**src/rtl/spi_master_ctrl.sv**
```systemverilog
// SPI master for 1..8 byte transactions in any SPI mode, with a one-deep
// next-byte buffer so consecutive bytes can stream without a clock gap.
module spi_master_ctrl #(
  parameter int unsigned CLK_DIV = 4
) (
  input  logic       i_clk,
  input  logic       i_rst,
  input  logic       i_tx_vd,
  input  logic [7:0] i_tx_data,
  input  logic [2:0] i_num_bytes,
  input  logic       i_cpol,
  input  logic       i_cpha,
  output logic       o_tx_ready,
  output logic       o_sclk,
  output logic       o_cs_n,
  output logic       o_mosi,
  output logic       o_leading_edge,
  output logic       o_trailing_edge,
  output logic [2:0] o_bit_count,
  output logic [2:0] o_byte_count,
  output logic       o_busy,
  output logic       o_done
);

  localparam int unsigned   CW         = $clog2(CLK_DIV + 1);
  localparam logic [CW-1:0] DIV_RELOAD = CW'(CLK_DIV - 1);
  localparam logic [CW-1:0] DIV_ONE    = CW'(1);

  localparam logic [2:0] ST_IDLE  = 3'd0;
  localparam logic [2:0] ST_SETUP = 3'd1;
  localparam logic [2:0] ST_XFER  = 3'd2;
  localparam logic [2:0] ST_WAIT  = 3'd3;
  localparam logic [2:0] ST_HOLD  = 3'd4;

  logic [2:0]    state;
  logic [CW-1:0] div_cnt;
  logic          armed;
  logic          sclk_q;
  logic          mosi_q;
  logic          lead_q;
  logic          trail_q;
  logic          done_q;
  logic          cpol_q;
  logic          cpha_q;
  logic [2:0]    num_q;
  logic [2:0]    bit_cnt;
  logic [2:0]    byte_cnt;
  logic [7:0]    tx_byte;
  logic [7:0]    nxt_byte;
  logic          buf_full;

  logic          tx_ready;
  logic          accept;
  logic          div_zero;
  logic          more_bytes;
  logic          lead_phase;
  logic          next_avail;
  logic [7:0]    next_src;
  logic [2:0]    cur_idx;
  logic [2:0]    nxt_idx;

  always_comb begin
    tx_ready = 1'b0;
    case (state)
      ST_IDLE: tx_ready = armed;
      ST_XFER: tx_ready = (bit_cnt == 3'd7) && more_bytes && !buf_full;
      ST_WAIT: tx_ready = !buf_full;
      default: tx_ready = 1'b0;
    endcase
  end

  assign accept     = i_tx_vd && tx_ready;
  assign div_zero   = (div_cnt == '0);
  assign more_bytes = (byte_cnt != num_q);
  // sclk back at its idle level means the next toggle is a leading edge
  assign lead_phase = (sclk_q == cpol_q);
  // a byte offered on the very edge that ends the current one still streams gap-free
  assign next_avail = buf_full || accept;
  assign next_src   = buf_full ? nxt_byte : i_tx_data;
  assign cur_idx    = 3'd7 - bit_cnt;
  assign nxt_idx    = 3'd6 - bit_cnt;

  always_ff @(posedge i_clk) begin
    if (!i_rst) begin
      state    <= ST_IDLE;
      div_cnt  <= '0;
      armed    <= 1'b0;
      sclk_q   <= 1'b0;
      mosi_q   <= 1'b0;
      lead_q   <= 1'b0;
      trail_q  <= 1'b0;
      done_q   <= 1'b0;
      cpol_q   <= 1'b0;
      cpha_q   <= 1'b0;
      num_q    <= '0;
      bit_cnt  <= '0;
      byte_cnt <= '0;
      tx_byte  <= '0;
      nxt_byte <= '0;
      buf_full <= 1'b0;
    end else begin
      armed   <= 1'b1;
      lead_q  <= 1'b0;
      trail_q <= 1'b0;
      done_q  <= 1'b0;
      case (state)
        ST_IDLE: begin
          sclk_q <= i_cpol;
          if (accept) begin
            tx_byte  <= i_tx_data;
            num_q    <= i_num_bytes;
            cpol_q   <= i_cpol;
            cpha_q   <= i_cpha;
            bit_cnt  <= '0;
            byte_cnt <= '0;
            buf_full <= 1'b0;
            div_cnt  <= DIV_RELOAD;
            if (!i_cpha) mosi_q <= i_tx_data[7];
            state    <= ST_SETUP;
          end
        end

        ST_SETUP: begin
          if (div_zero) begin
            div_cnt <= DIV_RELOAD;
            state   <= ST_XFER;
          end else begin
            div_cnt <= div_cnt - DIV_ONE;
          end
        end

        ST_XFER: begin
          if (accept) begin
            nxt_byte <= i_tx_data;
            buf_full <= 1'b1;
          end
          if (!div_zero) begin
            div_cnt <= div_cnt - DIV_ONE;
          end else begin
            div_cnt <= DIV_RELOAD;
            sclk_q  <= ~sclk_q;
            if (lead_phase) begin
              lead_q <= 1'b1;
              if (cpha_q) mosi_q <= tx_byte[cur_idx];
            end else begin
              trail_q <= 1'b1;
              if (bit_cnt != 3'd7) begin
                bit_cnt <= bit_cnt + 3'd1;
                if (!cpha_q) mosi_q <= tx_byte[nxt_idx];
              end else begin
                bit_cnt <= '0;
                if (!more_bytes) begin
                  state <= ST_HOLD;
                end else begin
                  byte_cnt <= byte_cnt + 3'd1;
                  if (next_avail) begin
                    tx_byte  <= next_src;
                    buf_full <= 1'b0;
                    if (!cpha_q) mosi_q <= next_src[7];
                  end else begin
                    state <= ST_WAIT;
                  end
                end
              end
            end
          end
        end

        // the leading edge of the resumed byte is issued here, CLK_DIV cycles after the byte arrives
        ST_WAIT: begin
          if (accept) begin
            nxt_byte <= i_tx_data;
            buf_full <= 1'b1;
            div_cnt  <= DIV_RELOAD;
            if (!cpha_q) mosi_q <= i_tx_data[7];
          end else if (buf_full) begin
            if (div_zero) begin
              tx_byte  <= nxt_byte;
              buf_full <= 1'b0;
              div_cnt  <= DIV_RELOAD;
              sclk_q   <= ~sclk_q;
              lead_q   <= 1'b1;
              if (cpha_q) mosi_q <= nxt_byte[7];
              state    <= ST_XFER;
            end else begin
              div_cnt <= div_cnt - DIV_ONE;
            end
          end
        end

        ST_HOLD: begin
          if (div_zero) begin
            done_q <= 1'b1;
            state  <= ST_IDLE;
          end else begin
            div_cnt <= div_cnt - DIV_ONE;
          end
        end

        default: state <= ST_IDLE;
      endcase
    end
  end

  assign o_tx_ready      = tx_ready;
  assign o_busy          = (state != ST_IDLE);
  assign o_cs_n          = (state == ST_IDLE);
  assign o_sclk          = (state == ST_IDLE) ? (i_cpol && armed) : sclk_q;
  assign o_mosi          = mosi_q;
  assign o_leading_edge  = lead_q;
  assign o_trailing_edge = trail_q;
  assign o_bit_count     = bit_cnt;
  assign o_byte_count    = byte_cnt;
  assign o_done          = done_q;

endmodule

```
**config.mk**
```make
export PLATFORM = sky130hd
export DESIGN_NAME = spi_master_ctrl
export DESIGN_NICKNAME = d
export VERILOG_FILES = /design/src/rtl/spi_master_ctrl.sv
export SDC_FILE = /design/constraint.sdc
export NUM_CORES = 1
export LEC_CHECK = 0
export BUFFER_PORTS_ARGS = -buffer_cell sky130_fd_sc_hd__buf_2
export CORE_UTILIZATION = 62
export DETAILED_ROUTE_END_ITERATION = 7
export GPL_ROUTABILITY_DRIVEN = 0
export PLACE_DENSITY = 0.84
export SETUP_SLACK_MARGIN = 0.15
export SLEW_MARGIN = 20
export SYNTH_ARGS = -nofsm -noshare
export SYNTH_HDL_FRONTEND = slang
export SYNTH_SLANG_ARGS = --single-unit
```
**constraint.sdc**
```tcl
create_clock -name i_clk -period 6.9 [get_ports i_clk]
set_input_delay 0 -clock i_clk [delete_from_list [all_inputs] [get_ports i_clk]]
set_output_delay 0 -clock i_clk [all_outputs]
set_load 0.05 [all_outputs]
```
# Yosys cells after proc, flatten, opt, wreduce, memory -nomap -nowiden
# Cells that the tools add are included.
[op_classes]
n_lt_le_gt_ge = 2
n_mux = 83
n_bitwise = 1
n_eq_ne = 30
addsub = 5
n_reduce_logical = 26
[op_table]
columns = ["op", "n"]
rows = [
  ["$mux W8", 10],
  ["$mux W3", 23],
  ["$mux W1", 38],
  ["$pmux W8 S3", 1],
  ["$ne A2 B2 Y1 const B", 11],
  ["$ne A3 B3 Y1 const B", 7],
  ["$pmux W3 S5", 1],
  ["$reduce_and A13 Y1", 1],
  ["$ne A4 B4 Y1 const B", 3],
  ["$pmux W1 S3", 4],
  ["$pmux W3 S2", 2],
  ["$pmux W3 S4", 1],
  ["$reduce_and A10 Y1", 1],
  ["$lt A3 B4 Y1 const B", 2],
  ["$reduce_and A2 Y1", 4],
  ["$reduce_and A4 Y1", 2],
  ["$reduce_and A8 Y1", 1],
  ["$add A3 B1 Y3 const B", 2],
  ["$bmux W1 S3", 2],
  ["$eq A3 B2 Y1 const B", 2],
  ["$eq A3 B3 Y1 const B", 2],
  ["$logic_not A3 Y1", 2],
  ["$reduce_and A3 Y1", 2],
  ["$reduce_and A6 Y1", 1],
  ["16 further kinds", 22],
]
[totals]
ff_bits = 40
output_inout_bits = 14
in_bits = 16
word_cells = 163

# Longest topological paths before layout
# Gate-level depths: netlist (run 1).
[logic_depth]
word_depth = 12
mapped_depth = 9
mapped_depth_nobuf = 8

# Least setup slack after synthesis (run 1)
# No wires, ideal clock.
[synth_timing]
path_kind = "flip-flop to flip-flop"
from = "reg bit_cnt[0] (netlist: o_bit_count[0])"
to = "reg mosi_q (netlist: o_mosi)"
setup_time_ns = 0.116
t_required_ns = 6.784
path_stages_with_launch = 7
path_slack_ns = 4.355
period_less_slack_ns = 2.545
arrival_ns = 2.429
path_buffers = 0
cell_sequence = "dfxtp_1 mux4_1 mux2_2 o211ai_2 o311ai_1 or4_1 o211a_1"
[synth_between]
elab_chain_len = 8
word_cells_on_any_way = 30
classes_between = "add/sub (2); eq/ne (11); mux (12); reduce/logical (5)"
[synth_lines]
columns = ["item", "line_no", "source"]
rows = [
  ["from (decl)", "46", "logic [2:0] bit_cnt;"],
  ["from (signal assigned)", "148", "bit_cnt <= bit_cnt + 3'd1;"],
  ["$sub A3 B3 Y3 or $eq A3 B3 Y1 (tied branches)", "81, 66", ""],
  ["$bmux W1 S3 or $logic_and A1 B1 Y1 (tied branches)", "149, 66", ""],
  ["$mux W1 (not written as such) or $logic_and A1 B1 Y1 (tied branches)", "149, 66", ""],
  ["$mux W1 or $pmux W1 S3 (tied branches)", "149, 64", ""],
  ["$mux W1 or $logic_and A1 B1 Y1 (tied branches)", "147, 72", ""],
  ["$mux W1 or $logic_or A1 B1 Y1 (tied branches)", "142, 78", ""],
  ["$mux W1 (tied with other cells)", "137", "if (!div_zero) begin"],
  ["$pmux W1 S3 or $reduce_and A13 Y1 (tied branches)", "n/a", ""],
  ["to (signal assigned)", "118", "if (!i_cpha) mosi_q <= i_tx_data[7];"],
  ["to (signal assigned)", "144", "if (cpha_q) mosi_q <= tx_byte[cur_idx];"],
  ["to (signal assigned)", "149", "if (!cpha_q) mosi_q <= tx_byte[nxt_idx];"],
  ["to (decl)", "39", "logic mosi_q;"],
]
# Several ways; a longest one is shown, not always the timed one. The select of a mux whose other input is x is not followed.
# A chain may end at the register's enable or synchronous reset.

# Worst setup path in the final report (run 1)
[layout_timing]
from = "reg state[0]"
to = "reg buf_full"
[layout_between]
elab_chain_len = 10
word_cells_on_any_way = 17
classes_between = "eq/ne (3); mux (9); reduce/logical (5)"
[layout_lines]
columns = ["item", "line_no", "source"]
rows = [
  ["from (decl)", "35", "logic [2:0] state;"],
  ["from (signal assigned)", "85", "state <= ST_IDLE;"],
  ["from (signal assigned)", "119", "state <= ST_SETUP;"],
  ["from (signal assigned)", "126", "state <= ST_XFER;"],
  ["$eq A3 B2 Y1 or $logic_not A3 Y1 (tied branches)", "64, 106", ""],
  ["$pmux W1 S3", "64", "case (state)"],
  ["$logic_and A1 B1 Y1", "72", "assign accept = i_tx_vd && tx_ready;"],
  ["$mux W1 or $logic_or A1 B1 Y1 (tied branches)", "133, 78", ""],
  ["$mux W1", "156", "if (next_avail) begin"],
  ["$mux W1", "152", "if (!more_bytes) begin"],
  ["$mux W1", "147", "if (bit_cnt != 3'd7) begin"],
  ["$mux W1", "142", "if (lead_phase) begin"],
  ["$mux W1", "137", ""],
  ["$pmux W1 S3", "106", "case (state)"],
  ["to (signal assigned)", "116", "buf_full <= 1'b0;"],
  ["to (signal assigned)", "135", "buf_full <= 1'b1;"],
  ["to (signal assigned)", "158", "buf_full <= 1'b0;"],
  ["to (decl)", "50", "logic buf_full;"],
]
# Several ways; a longest one is shown, not always the timed one.

==> metrics.csv, run 1 <==
stage,metric,value,unit
status,outcome,completed,
sta,grt_setup_unrepaired,false,
die,fp.dieArea,4050,um2
setup_path,worst_ep_required_time,7.14,ns
clock_network,tritoncts_num_sinks,40,
place,detailed_place_hpwl,3.83,mm
die,number_of_i_o_pins,30,
detailed_routing,routed_wl,5.67,mm
setup_path,crit_start,state[0],
sta,max-slew-margin-rel,0.387,
final_layout,synthToLayoutAreaGrowth,15.7,%
detailed_routing,post-route-drc-count,0,
power,pwr-share-clk,0.219,
sta,setup_viol,0,
sta,timing.final.crit_period,2.62,ns
final_layout,fin_util,0.745,
power,seq_power_share,0.360,
clock_network,cts_setup_buffers,0,
clock_network,ctsRootBufferMaster,sky130_fd_sc_hd__clkbuf_8,
setup_path,element_type_at_the_critical_path_end,flop,
setup_path,worstReg2RegStart,state[0],
grt,grt_pass1_wl,9.69,mm
grt,first_global_vias,2030,
sta,max_slew.worst_pin.slew,0.918,ns
logic_synthesis,yosysTopAreaCell,sky130_fd_sc_hd__dfxtp_1,
logic_synthesis,synthesis.yosys.warnings,0,
sta,final_max_slew_viol_count,0,
sta,timing.final.hold_violations,0,
setup_path,critical_path_buf_inv_count,0,
power,power_density,334,nW/um2
die,row_count,22,
die,die_y_extent,63.6,um
final_layout,antennaDiodeCount,0,
setup_path,critical_path.max_stage_delay,0.93,ns
setup_path,crit_chain,"and3b_1, o21a_1, a41o_1, and2_1, o31a_1, o221a_2",
grt,grt_util_all_layers,0.311,
logic_synthesis,synth_largest_type_area_fraction,0.340,
power,p_sw_frac,0.436,
clock_network,postCtsResizedCells,0,
final_layout,nNetsFinal,325,
power,p_int,0.000514,W
final_layout,layout-drive-gt1-share,0.168,
setup_path,timing.setup.critical_path_class,flop to flop,
sta,setup_tns,0,ns
logic_synthesis,yosysSeqAreaShare,0.340,
grt,antenna_found_initial,0,
power,pwr-share-comb,0.421,
clock_network,max-clock-path-buffers,2,
logic_synthesis,yosys.cell_types.count,54,
flow_run,maxCapViolations,0,
setup_path,critPathLaunchType,flop,
setup_path,worst-path-max-fanout,27,
die,initial_utilization,0.644,
setup_path,worstPathArrival,2.86,ns
logic_synthesis,netlist_area,2360,um2
logic_synthesis,yosys_most_used_dff,sky130_fd_sc_hd__dfxtp_1,
setup_path,path_delay_family,flip-flops,
logic_synthesis,syn_area_per_cell,8.69,um2
logic_synthesis,synth-edff-count,0,
logic_synthesis,async_flop_share,0,
place,port_buffers,29,
clock_network,cts_tree,done,
detailed_routing,drt_pass1_iterations,4,
setup_path,cpMaxStageDelayCell,sky130_fd_sc_hd__dfxtp_1,
setup_path,setup.worst_path.end,buf_full,
logic_synthesis,synth_nets,293,
setup_path,timing.rr.end,buf_full,
die,floorplan.core_area,3660,um2
power,power_leakage,1.08,nW
clock_network,numCtsBuffers,5,
detailed_routing,drt-wirelength-per-cell,16.1,um
logic_synthesis,yosys-top-cells-area,"sky130_fd_sc_hd__dfxtp_1, sky130_fd_sc_hd__mux2i_1, sky130_fd_sc_hd__nand2_1",
logic_synthesis,netlist_instances,271,
clock_network,cts.htree.levels,2,
grt,largest_net_degree_at_the_start_of_global_routing,28,
logic_synthesis,yosys_reg_bits,40,
sta,max_freq,382,MHz
setup_path,total_number_of_cells_along_the_worst_setup_path,6,
die,dieWidth,63.6,um
power,vdd.ir_drop.worst,184,uV
sta,fin_worst_skew,0.00484,ns
worst_hold_path,hold_path_class,input port to flop,
clock_network,ctsHoldBuffers,12,
clock_network,clkSlewWorstSetupHoldPaths,0.08,ns
setup_path,r2r_cell_count,6,
power,switchingPower,0.000397,W
grt,grt_overflow,0,
clock_network,clock_latency,0.30,ns
detailed_routing,vias,2165,
setup_path,regToRegSetupSlack,4.28,ns
detailed_routing,via_per_inst,6.15,
detailed_routing,drtIter0Drc,198,
sta,final_min_period_over_clock_period,0.380,
detailed_routing,antenna_left,0,
[layer usage]
metal | vias to the layer above | part of all wire | track usage
li1 | 1050 | - | -
met1 | 1039 | 0.45 | 0.412
met2 | 63 | 0.49 | 0.504
met3 | 13 | 0.039 | 0.0507
met4 | 0 | 0.018 | 0.119
met5 | - | 0 | 0
[sequential cells by signal, indices dropped and copies added (netlist names)]
| name | cells |
|---|---|
| nxt_byte | 8 |
| tx_byte | 8 |
| div_cnt | 3 |
| num_q | 3 |
| o_bit_count | 3 |
| o_byte_count | 3 |
| state | 3 |
| armed | 1 |
| buf_full | 1 |
| cpha_q | 1 |
| cpol_q | 1 |
| o_done | 1 |
| o_leading_edge | 1 |
| o_mosi | 1 |
| o_trailing_edge | 1 |
| sclk_q | 1 |
[synthesized netlist by cell type, types with 2 or more instances]
cell                        n
sky130_fd_sc_hd__o211ai_2   3
sky130_fd_sc_hd__xnor2_1    2
sky130_fd_sc_hd__nor3_1     4
sky130_fd_sc_hd__mux4_1     2
sky130_fd_sc_hd__nor2_1    24
sky130_fd_sc_hd__a21oi_1   17
sky130_fd_sc_hd__nand3_1   16
sky130_fd_sc_hd__nor2b_1    6
sky130_fd_sc_hd__buf_2      8
sky130_fd_sc_hd__and2_1     4
sky130_fd_sc_hd__clkbuf_1   5
sky130_fd_sc_hd__o31ai_1    9
sky130_fd_sc_hd__ha_1       6
sky130_fd_sc_hd__a31oi_1    2
sky130_fd_sc_hd__nand2b_1   4
sky130_fd_sc_hd__buf_1      3
sky130_fd_sc_hd__or4_1      2
sky130_fd_sc_hd__nand2_1   32
sky130_fd_sc_hd__o22ai_1    3
sky130_fd_sc_hd__inv_1      5
sky130_fd_sc_hd__mux4_2     2
sky130_fd_sc_hd__a211oi_1   4
sky130_fd_sc_hd__o21ai_0    9
sky130_fd_sc_hd__a41o_1     2
sky130_fd_sc_hd__xor2_1     5
sky130_fd_sc_hd__mux2i_1   22
sky130_fd_sc_hd__or3_1      3
sky130_fd_sc_hd__and3b_1    2
sky130_fd_sc_hd__dfxtp_1   40
[power groups by stage]
stage                     Combinational [W]  Clock, W  Sequential (W)
after floorplan                    0.000313         0        0.000311
after global placement             0.000366         0        0.000327
after detailed placement           0.000372         0        0.000330
after CTS                          0.000380  0.000200        0.000325
after global routing               0.000419  0.000211        0.000333
final                              0.000384  0.000199        0.000328
[worst register-to-register path, delay by kind of cell, from the launching register on]
family	cells	cell delay, ns
DFF	1	0.93
AOI/OAI and AO/OA	4	0.83
and+or+nand+nor	2	0.80
[how the worst min path moves through the flow]
stage                   startpoint     endpoint  slack, ns  cells after the start
floorplan                    i_rst        armed       0.03                      0
global placement    i_num_bytes[2]     num_q[2]       0.24                      3
detailed placement  i_num_bytes[1]     num_q[1]       0.26                      3
CTS                   i_tx_data[7]  nxt_byte[7]      0.003                      3
global route          i_tx_data[7]  nxt_byte[7]       0.02                      3
finish                i_tx_data[7]  nxt_byte[7]       0.01                      3
[cell usage in the layout (no fill, tap or decap), drive strengths merged, types with 6 or more instances in the layout]
master / count
dfxtp: 40
nand2: 32
buf: 29
nor2: 25
mux2i: 22
a21oi: 17
nand3: 16
dlygate4sd3: 12
o21ai: 9
o31ai: 9
nor2b: 6
ha: 6
inv: 6
xor2: 6
[stage by stage]
step	worst slack (ns)	hold WS, ns	cell area, um2	total power, W	instances
2_1_floorplan	4.36	0.0277	2360	0.000624	271
3_3_place_gp	4.40	0.241	2490	0.000692	332
3_5_place_dp	4.33	0.257	2490	0.000702	332
4_1_cts	4.32	0.00276	2730	0.000905	352
5_1_grt	4.06	0.0240	2730	0.000963	352
6_report	4.28	0.0103	2730	0.000911	352
[layout make-up]
type                       count  area (um2)
multi-input combinational    209        1460
fill                         275         935
sequential                    40         801
timing repair buffer          41         265
clock buffer                   5        68.8
tap                           48        60.1
clock inverter                 3        46.3
inverter                       6        22.5
[cell families (layout without fill, tap and decap cells)]
family | Yosys count | after routing | share of synthesized area
simple gates | 106 | 106 | 0.225
fa+ha+maj | 6 | 6 | 0.0319
buf+inv | 22 | 55 | 0.0393
compound gates | 62 | 62 | 0.186
mux | 27 | 27 | 0.140
xor+xnor | 8 | 8 | 0.0377
flops | 40 | 40 | 0.340
Note: power is estimated with default switching activity, not from simulation.
==> run 2: changes to the inputs <==
Settings changed: CORE_UTILIZATION 62 to 52, PLACE_DENSITY 0.84 to 0.75.
Clock period 6.9 ns to 2.25 ns, I/O delays scaled along.
==> run 2 against run 1 <==
  * Clock power grew to 2.9 times the previous value
  * Power grew to 3.2 times the previous value
  * Sequential share of layout area is 1.6 points lower
  * Global-route usage is 6.0 points lower
  * Final cell count is 7.4% higher
  * Sequential cell count stayed put
  * Worst hold slack better by 0.026 ns
  * Critical path depth is 1 higher
  * Via count is 3.3% higher
  * Setup slack worse by 4.1 ns
  * Final area is 7.7% higher
  * Critical endpoint is now o_mosi
  * Largest power group unchanged
  * Highest routed layer unchanged
==> metrics.csv, run 2 (same netlist as run 1, synthesis figures left out) <==
stage,metric,value,unit,change
final_layout,design_area,2940,um2,+7.7%
detailed_routing,antenna_left,0,,unchanged
place,placement.setup.worst_slack,0.0373,ns,-4.29 ns
sta,timing.final.crit_period,2.12,ns,-0.501 ns
final_layout,final-seq-area,816,um2,+1.9%
setup_path,element_type_at_the_critical_path_end,flop,,
die,dieWidth,69.3,um,+8.9%
place,detailed_place_hpwl,4.02,mm,+4.8%
status,outcome,completed,,
sta,grt_setup_unrepaired,true,,
worst_hold_path,hold_path_class,input port to flop,,
clock_network,max-clock-path-buffers,2,,unchanged
detailed_routing,drt-wirelength-per-cell,15.1,um,-6.5%
clock_network,numCtsBuffers,5,,unchanged
sta,final_min_period_over_clock_period,0.942,,+0.562
clock_network,cts_tree,done,,
sta,fin_worst_skew,0.00877,ns,+0.00393 ns
clock_network,cts.htree.levels,2,,unchanged
grt,grt_util_all_layers,0.251,,-0.0603
setup_path,worstReg2RegStart,state[0],,
final_layout,layout-drive-gt1-share,0.267,,+0.0991
detailed_routing,drtIter0Drc,219,,+11%
final_layout,nNetsFinal,347,,+6.8%
clock_network,clkSlewWorstSetupHoldPaths,0.09,ns,about the same
setup_path,worst-path-max-fanout,13,,-52%
clock_network,tritoncts_num_sinks,40,,unchanged
sta,max-slew-margin-rel,0.581,,+0.194
place,cell_area_placed,2660,um2,+6.6%
setup_path,critPathLaunchType,flop,,
grt,grt_overflow,0,,unchanged
die,die_y_extent,69.3,um,+8.9%
setup_path,crit_start,state[0],,
detailed_routing,drt_pass1_iterations,4,,unchanged
sta,final_max_slew_viol_count,0,,unchanged
grt,grt_pass1_wl,9.72,mm,+0.36%
setup_path,worst_ep_required_time,2.46,ns,-4.68 ns
detailed_routing,via_per_inst,5.92,,-3.8%
setup_path,worstPathArrival,2.33,ns,-0.53 ns
die,row_count,24,,+9.1%
setup_path,r2r_cell_count,7,,+1
sta,max_freq,472,MHz,+24%
grt,first_global_vias,2105,,+3.7%
die,number_of_i_o_pins,30,,unchanged
setup_path,timing.setup.critical_path_class,flop to flop,,
clock_network,ctsRootBufferMaster,sky130_fd_sc_hd__clkbuf_8,,
die,fp.dieArea,4800,um2,+19%
setup_path,timing.rr.end,o_mosi,,
grt,antenna_found_initial,0,,unchanged
place,port_buffers,29,,unchanged
final_layout,synthToLayoutAreaGrowth,24.6,%,
sta,timing.final.hold_violations,0,,unchanged
setup_path,regToRegSetupSlack,0.13,ns,-4.15 ns
power,power_density,993,nW/um2,+200%
power,vdd.ir_drop.worst,722,uV,+290%
setup_path,crit_chain,"buf_4, or3b_2, nor2_1, nand2_1, mux2i_1, nor2_1, o211a_1",,
setup_path,critical_path.max_stage_delay,0.54,ns,-0.39 ns
detailed_routing,vias,2236,,+3.3%
setup_path,setup.worst_path.end,o_mosi,,
final_layout,multiInputGateArea,1490,um2,+1.8%
setup_path,timing.critical_path.mode_cell,sky130_fd_sc_hd__nor2_1,,
sta,max_slew.worst_pin.slew,0.621,ns,-0.297 ns
clock_network,clock_latency,0.31,ns,about the same
grt,largest_net_degree_at_the_start_of_global_routing,21,,-25%
flow_run,maxCapViolations,0,,unchanged
final_layout,reg_top3,"nxt_byte x8, tx_byte x8",,
sta,postLayoutSetupSlackWorst,0.131,ns,-4.15 ns
detailed_routing,post-route-drc-count,0,,unchanged
detailed_routing,routed_wl,5.69,mm,+0.44%
final_layout,antennaDiodeCount,0,,unchanged
die,floorplan.core_area,4350,um2,+19%
final_layout,most_frequent_cells_in_the_layout,"sky130_fd_sc_hd__nand2_1, sky130_fd_sc_hd__dfxtp_1, sky130_fd_sc_hd__buf_2, sky130_fd_sc_hd__nor2_1, sky130_fd_sc_hd__mux2i_1",,
power,power_leakage,1.18,nW,+9.8%
final_layout,final.fill_count,356,,+29%
die,initial_utilization,0.541,,-0.102
setup_path,cpMaxStageDelayCell,sky130_fd_sc_hd__or3b_2,,
sta,setup_viol,0,,unchanged
-- run 2: changes by cell type in the layout (fill, tap and decap cells not counted), moves of 2 or more --
cell                      before  now
sky130_fd_sc_hd__buf_4         0   21
sky130_fd_sc_hd__dfxtp_1      40   32
sky130_fd_sc_hd__dfxtp_2       0    6
sky130_fd_sc_hd__dfxtp_4       0    2
sky130_fd_sc_hd__ha_1          6    4
sky130_fd_sc_hd__mux4_1        2    0
sky130_fd_sc_hd__mux4_2        2    4
sky130_fd_sc_hd__o21ai_0       9    7
sky130_fd_sc_hd__o21ai_1       0    2
-- run 2: where the power goes --
group / internal (W) / switching (W) / leakage (nW)
sequential: 0.000825 / 0.000139 / 0.330
combinational: 0.000541 / 0.000836 / 0.802
clock: 0.000290 / 0.000283 / 0.0530
total: 0.00166 / 0.00126 / 1.18
-- run 2: cell type report --
| cell class | instances | area share |
|---|---|---|
| clock buffers | 6 | 0.0320 |
| well taps | 52 | 0.0222 |
| repair buffers | 63 | 0.147 |
| clock inverters | 2 | 0.00554 |
| flip-flops and latches | 40 | 0.278 |
| inverters | 6 | 0.00767 |
| multi-input cells | 209 | 0.507 |
-- run 2: critical path, delay by kind of cell, from the launching register on --
kind,cells,cell delay [ns]
AND/OR/NAND/NOR,4,0.96
multiplexers,1,0.26
flip-flops,1,0.40
AO/OA/AOI/OAI,1,0.21
buffers and inverters,1,0.19
-- run 2: layer usage --
| metal | wire, um | global-route usage |
|---|---|---|
| met3 | 360 | 0.0465 |
| met4 | 150 | 0.122 |
| met1 | 2620 | 0.339 |
| met2 | 2560 | 0.385 |
| met5 | 0 | 0 |
-- run 2: stage by stage --
stage	utilization	power [W]	setup TNS, ns	hold slack (ns)	instances
6_report	0.674	0.00291	0	0.0367	378
5_1_grt	0.674	0.00309	0	0.0418	378
4_1_cts	0.668	0.00287	0	0.0264	377
3_5_place_dp	0.610	0.00228	0	0.250	355
3_3_place_gp	0.610	0.00227	0	0.244	355
2_1_floorplan	-	0.00193	-0.0949	0.0277	271
-- run 2: worst min-delay path by stage --
stage / start / endpoint / slack [ns] / cells past startpoint
2_1_floorplan: i_rst / armed / 0.03 / 0
3_3_place_gp: i_num_bytes[0] / num_q[0] / 0.24 / 3
3_5_place_dp: i_num_bytes[2] / num_q[2] / 0.25 / 3
4_1_cts: i_rst / armed / 0.03 / 1
5_1_grt: i_rst / armed / 0.04 / 1
6_report: i_rst / armed / 0.04 / 1
-- run 2: repair_timing --
item	CTS	global route
setup endpoints to repair	2	27
pin swaps	0	4
hold buffers	13	0
resized for setup	4	7
endpoints found under the hold margin	14	0
buffers inserted	1	1
==> run 3: changes to the inputs <==
Settings changed: ABC_AREA set to 1.
==> run 3 against run 2 <==
  * Count of clock-buffer cells in the layout shrank 1
  * Non-clock buffer count decreased by 7
  * Combinational power up 120%
  * First-iteration DRC count is 5.0% lower
  * Final area is 1.3% higher
  * Utilization is 4.4 points higher
  * Maximum frequency rose by 4.5%
  * Critical path depth is 8 higher
  * Power up 59%
  * Clock skew down 0.0027 ns
  * Largest cell class unchanged
==> metrics.csv, run 3 <==
stage,metric,value,unit,change
status,outcome,completed,,
logic_synthesis,synth_largest_type_area_fraction,0.344,,+0.00439
sta,final_min_period_over_clock_period,0.901,,-0.0405
clock_network,numCtsBuffers,5,,unchanged
power,seq_power_share,0.230,,-0.101
worst_hold_path,worst_hold_path.num_cells,1,,unchanged
die,fp.dieArea,4740,um2,-1.2%
flow_run,maxCapViolations,0,,unchanged
detailed_routing,detailroute.wirelength.met3,329,um,-8.6%
power,switchingPower,0.00246,W,+96%
logic_synthesis,netlist_area,2330,um2,-1.3%
final_layout,final.fill_count,358,,+0.56%
die,floorplan.core_area,4140,um2,-4.8%
detailed_routing,routed_wl,6.09,mm,+6.9%
power,pwr-share-clk,0.110,,-0.087
detailed_routing,post-route-drc-count,0,,unchanged
sta,grt_setup_unrepaired,true,,
setup_path,element_type_at_the_critical_path_end,flop,,
final_layout,reg_top3,"nxt_byte x8, tx_byte x8",,
die,initial_utilization,0.561,,+0.0202
power,power_leakage,1.36,nW,+15%
sta,final_max_slew_viol_count,0,,unchanged
sta,setup_viol,0,,unchanged
final_layout,antennaDiodeCount,0,,unchanged
power,power_density,1550,nW/um2,+57%
final_layout,synthToLayoutAreaGrowth,27.9,%,
setup_path,critPathLaunchType,flop,,
grt,grt_util_all_layers,0.264,,+0.0134
sta,max-slew-margin-rel,0.510,,-0.0710
final_layout,layout-drive-gt1-share,0.247,,-0.0194
setup_path,timing.setup.critical_path_class,flop to flop,,
detailed_routing,vias,2400,,+7.3%
final_layout,most_frequent_cells_in_the_layout,"sky130_fd_sc_hd__nand2_1, sky130_fd_sc_hd__inv_1, sky130_fd_sc_hd__a21oi_1, sky130_fd_sc_hd__dfxtp_1, sky130_fd_sc_hd__buf_2",,
clock_network,clock_latency,0.31,ns,about the same
die,dieWidth,68.9,um,-0.62%
sta,timing.final.hold_violations,0,,unchanged
place,detailed_place_hpwl,4.12,mm,+2.6%
worst_hold_path,hold_path_class,input port to flop,,
setup_path,worst-path-max-fanout,8,,-5
grt,grt_pass1_wl,9.12,mm,-6.2%
logic_synthesis,synthesis.yosys.warnings,0,,unchanged
die,number_of_i_o_pins,30,,unchanged
logic_synthesis,yosys-top-cells-area,"sky130_fd_sc_hd__dfxtp_1, sky130_fd_sc_hd__nand2_1, sky130_fd_sc_hd__a21oi_1",,
logic_synthesis,yosys_most_used_dff,sky130_fd_sc_hd__dfxtp_1,,
logic_synthesis,yosysTopAreaCell,sky130_fd_sc_hd__dfxtp_1,,
final_layout,nNetsFinal,417,,+20%
final_layout,stdcell_count,446,,+18%
clock_network,clkSlewWorstSetupHoldPaths,0.09,ns,about the same
clock_network,cts_tree,done,,
sta,timing.final.crit_period,2.03,ns,-0.0912 ns
power,p_int,0.00216,W,+31%
detailed_routing,top_layer,met4,,
sta,max_slew.worst_pin.slew,0.731,ns,+0.109 ns
logic_synthesis,netlist_instances,338,,+25%
logic_synthesis,syn_area_per_cell,6.88,um2,-21%
die,row_count,23,,-4.2%
place,placedCellCount,418,,+18%
setup_path,worstPathArrival,2.27,ns,-0.06 ns
logic_synthesis,synth_top_cells_by_count,"sky130_fd_sc_hd__nand2_1, sky130_fd_sc_hd__dfxtp_1, sky130_fd_sc_hd__inv_1, sky130_fd_sc_hd__a21oi_1, sky130_fd_sc_hd__nor2_1",,
logic_synthesis,yosys.cell_count.top_type,sky130_fd_sc_hd__nand2_1,,
place,cell_area_placed,2600,um2,-2.2%
clock_network,tritoncts_num_sinks,40,,unchanged
logic_synthesis,async_flop_share,0,,unchanged
logic_synthesis,synth_nets,360,,+23%
sta,max_freq,493,MHz,+4.5%
sta,fin_worst_skew,0.00604,ns,-0.00273 ns
clock_network,ctsRootBufferMaster,sky130_fd_sc_hd__clkbuf_8,,
logic_synthesis,yosys_reg_bits,40,,unchanged
grt,grt_overflow,0,,unchanged
grt,first_global_vias,1958,,-7.0%
detailed_routing,met2WireLength,2.74,mm,+7.0%
detailed_routing,drtIter0Drc,208,,-5.0%
clock_network,max-clock-path-buffers,2,,unchanged
place,port_buffers,29,,unchanged
detailed_routing,via_per_inst,5.38,,-9.0%
final_layout,final_common_cell,sky130_fd_sc_hd__nand2_1,,
die,die_y_extent,68.9,um,-0.62%
grt,largest_net_degree_at_the_start_of_global_routing,22,,+4.8%
final_layout,design_area,2970,um2,+1.3%
grt,antenna_found_initial,0,,unchanged
setup_path,worst_ep_required_time,2.49,ns,+0.03 ns
power,pwr-share-comb,0.660,,+0.187
clock_network,cts.htree.levels,2,,unchanged
detailed_routing,antenna_left,0,,unchanged
detailed_routing,drt_pass1_iterations,6,,+2
logic_synthesis,synth-edff-count,0,,unchanged
power,vdd.ir_drop.worst,1050,uV,+46%
detailed_routing,routedLengthMet1,2.94,mm,+12%
power,p_sw_frac,0.533,,+0.101
sta,setup_tns,0,ns,unchanged
detailed_routing,drt-wirelength-per-cell,13.6,um,-9.4%
logic_synthesis,yosysSeqAreaShare,0.344,,+0.00439
setup_path,r2r_cell_count,15,,+8
sta,hold-worst-slack,0.0239,ns,-0.0128 ns
logic_synthesis,yosys.cell_types.count,36,,-33%
==> run 3: cell count changes in the layout (fill, tap and decap cells not counted), moves of 5 or more <==
cell,change
sky130_fd_sc_hd__o211ai_1,+6
sky130_fd_sc_hd__nor2b_1,-5
sky130_fd_sc_hd__buf_4,-7
sky130_fd_sc_hd__o21ai_0,+10
sky130_fd_sc_hd__nand3_1,+8
sky130_fd_sc_hd__a21oi_1,+16
sky130_fd_sc_hd__mux2i_1,-16
sky130_fd_sc_hd__a21oi_2,+6
sky130_fd_sc_hd__nand2_2,+8
sky130_fd_sc_hd__inv_1,+33
sky130_fd_sc_hd__nand2_1,+46
sky130_fd_sc_hd__o31ai_1,-7
==> run 3: repair_timing <==
| action | 4_1_cts | 5_1_grt |
|---|---|---|
| pin swaps | 0 | 8 |
| buffers inserted | 1 | 6 |
| endpoints found under the hold margin | 14 | 0 |
| hold buffers | 12 | 0 |
| gates resized for setup | 3 | 25 |
| setup endpoints to repair | 1 | 18 |
| cloned | 0 | 1 |
==> run 3: per-stage QoR <==
step                      worst slack [ns]   util  power (W)
after floorplan                      0.150      -    0.00311
after global placement               0.263  0.627    0.00371
after detailed placement             0.195  0.627    0.00374
after CTS                            0.170  0.681    0.00433
after global routing                 0.134  0.718    0.00500
final                                0.222  0.718    0.00462
==> run 3: cells by family (layout without fill, tap and decap cells) <==
logic type,after synthesis,count (layout),share of synthesized area
adder cells (fa/ha/maj),6,6,0.0323
multiplexers,7,7,0.0307
AND/OR/NAND/NOR,156,157,0.309
buffers and inverters,50,107,0.0834
AO/OA/AOI/OAI,74,74,0.182
XOR/XNOR,5,5,0.0188
flip-flops,40,40,0.344
==> run 3: final timing paths <==
path,endpoint,slack (ns),start
worst min-delay path,armed,0.02,i_rst
worst max register to register,tx_byte[7],0.22,state[0]
worst max-delay path,tx_byte[7],0.22,state[0]
worst min register to register,nxt_byte[5],0.46,nxt_byte[5]
==> run 3: power by group through the flow <==
| stage | sequential (W) | clock (W) | combinational, W |
|---|---|---|---|
| final | 0.00107 | 0.000506 | 0.00305 |
| after global routing | 0.00109 | 0.000544 | 0.00336 |
| after CTS | 0.00105 | 0.000515 | 0.00276 |
| after detailed placement | 0.00107 | 0 | 0.00268 |
| after global placement | 0.00106 | 0 | 0.00264 |
| after floorplan | 0.00116 | 0 | 0.00195 |
==> run 3: critical path, cell delays in order (launching register included) <==
cell and delay (ns):
sky130_fd_sc_hd__dfxtp_2 0.37, sky130_fd_sc_hd__inv_2 0.17, sky130_fd_sc_hd__nand2_2 0.11, sky130_fd_sc_hd__nor2_4 0.11
sky130_fd_sc_hd__nand2_1 0.06, sky130_fd_sc_hd__nand2_1 0.08, sky130_fd_sc_hd__inv_2 0.07, sky130_fd_sc_hd__nand2_8 0.08
sky130_fd_sc_hd__nand2_8 0.08, sky130_fd_sc_hd__nand2_8 0.07, sky130_fd_sc_hd__nor2_1 0.05, sky130_fd_sc_hd__nor2_2 0.24
sky130_fd_sc_hd__nand3b_4 0.19, sky130_fd_sc_hd__inv_8 0.13, sky130_fd_sc_hd__nand2_2 0.05, sky130_fd_sc_hd__a21oi_2 0.10
==> run 3: routing by layer <==
layer  track usage  vias up
met5             0        -
met4        0.0918        0
met3        0.0510        7
met2         0.387       75
met1         0.382     1083
li1              -     1235
==> run 3: final cells by class <==
class | instances | area (um2) | share of cell area
clock inverter | 3 | 22.5 | 0.00757
tap | 50 | 62.6 | 0.0210
clock buffer | 5 | 68.8 | 0.0231
inverter | 43 | 169 | 0.0568
sequential | 40 | 816 | 0.274
multi-input combinational | 249 | 1450 | 0.489
timing repair buffer | 56 | 382 | 0.128
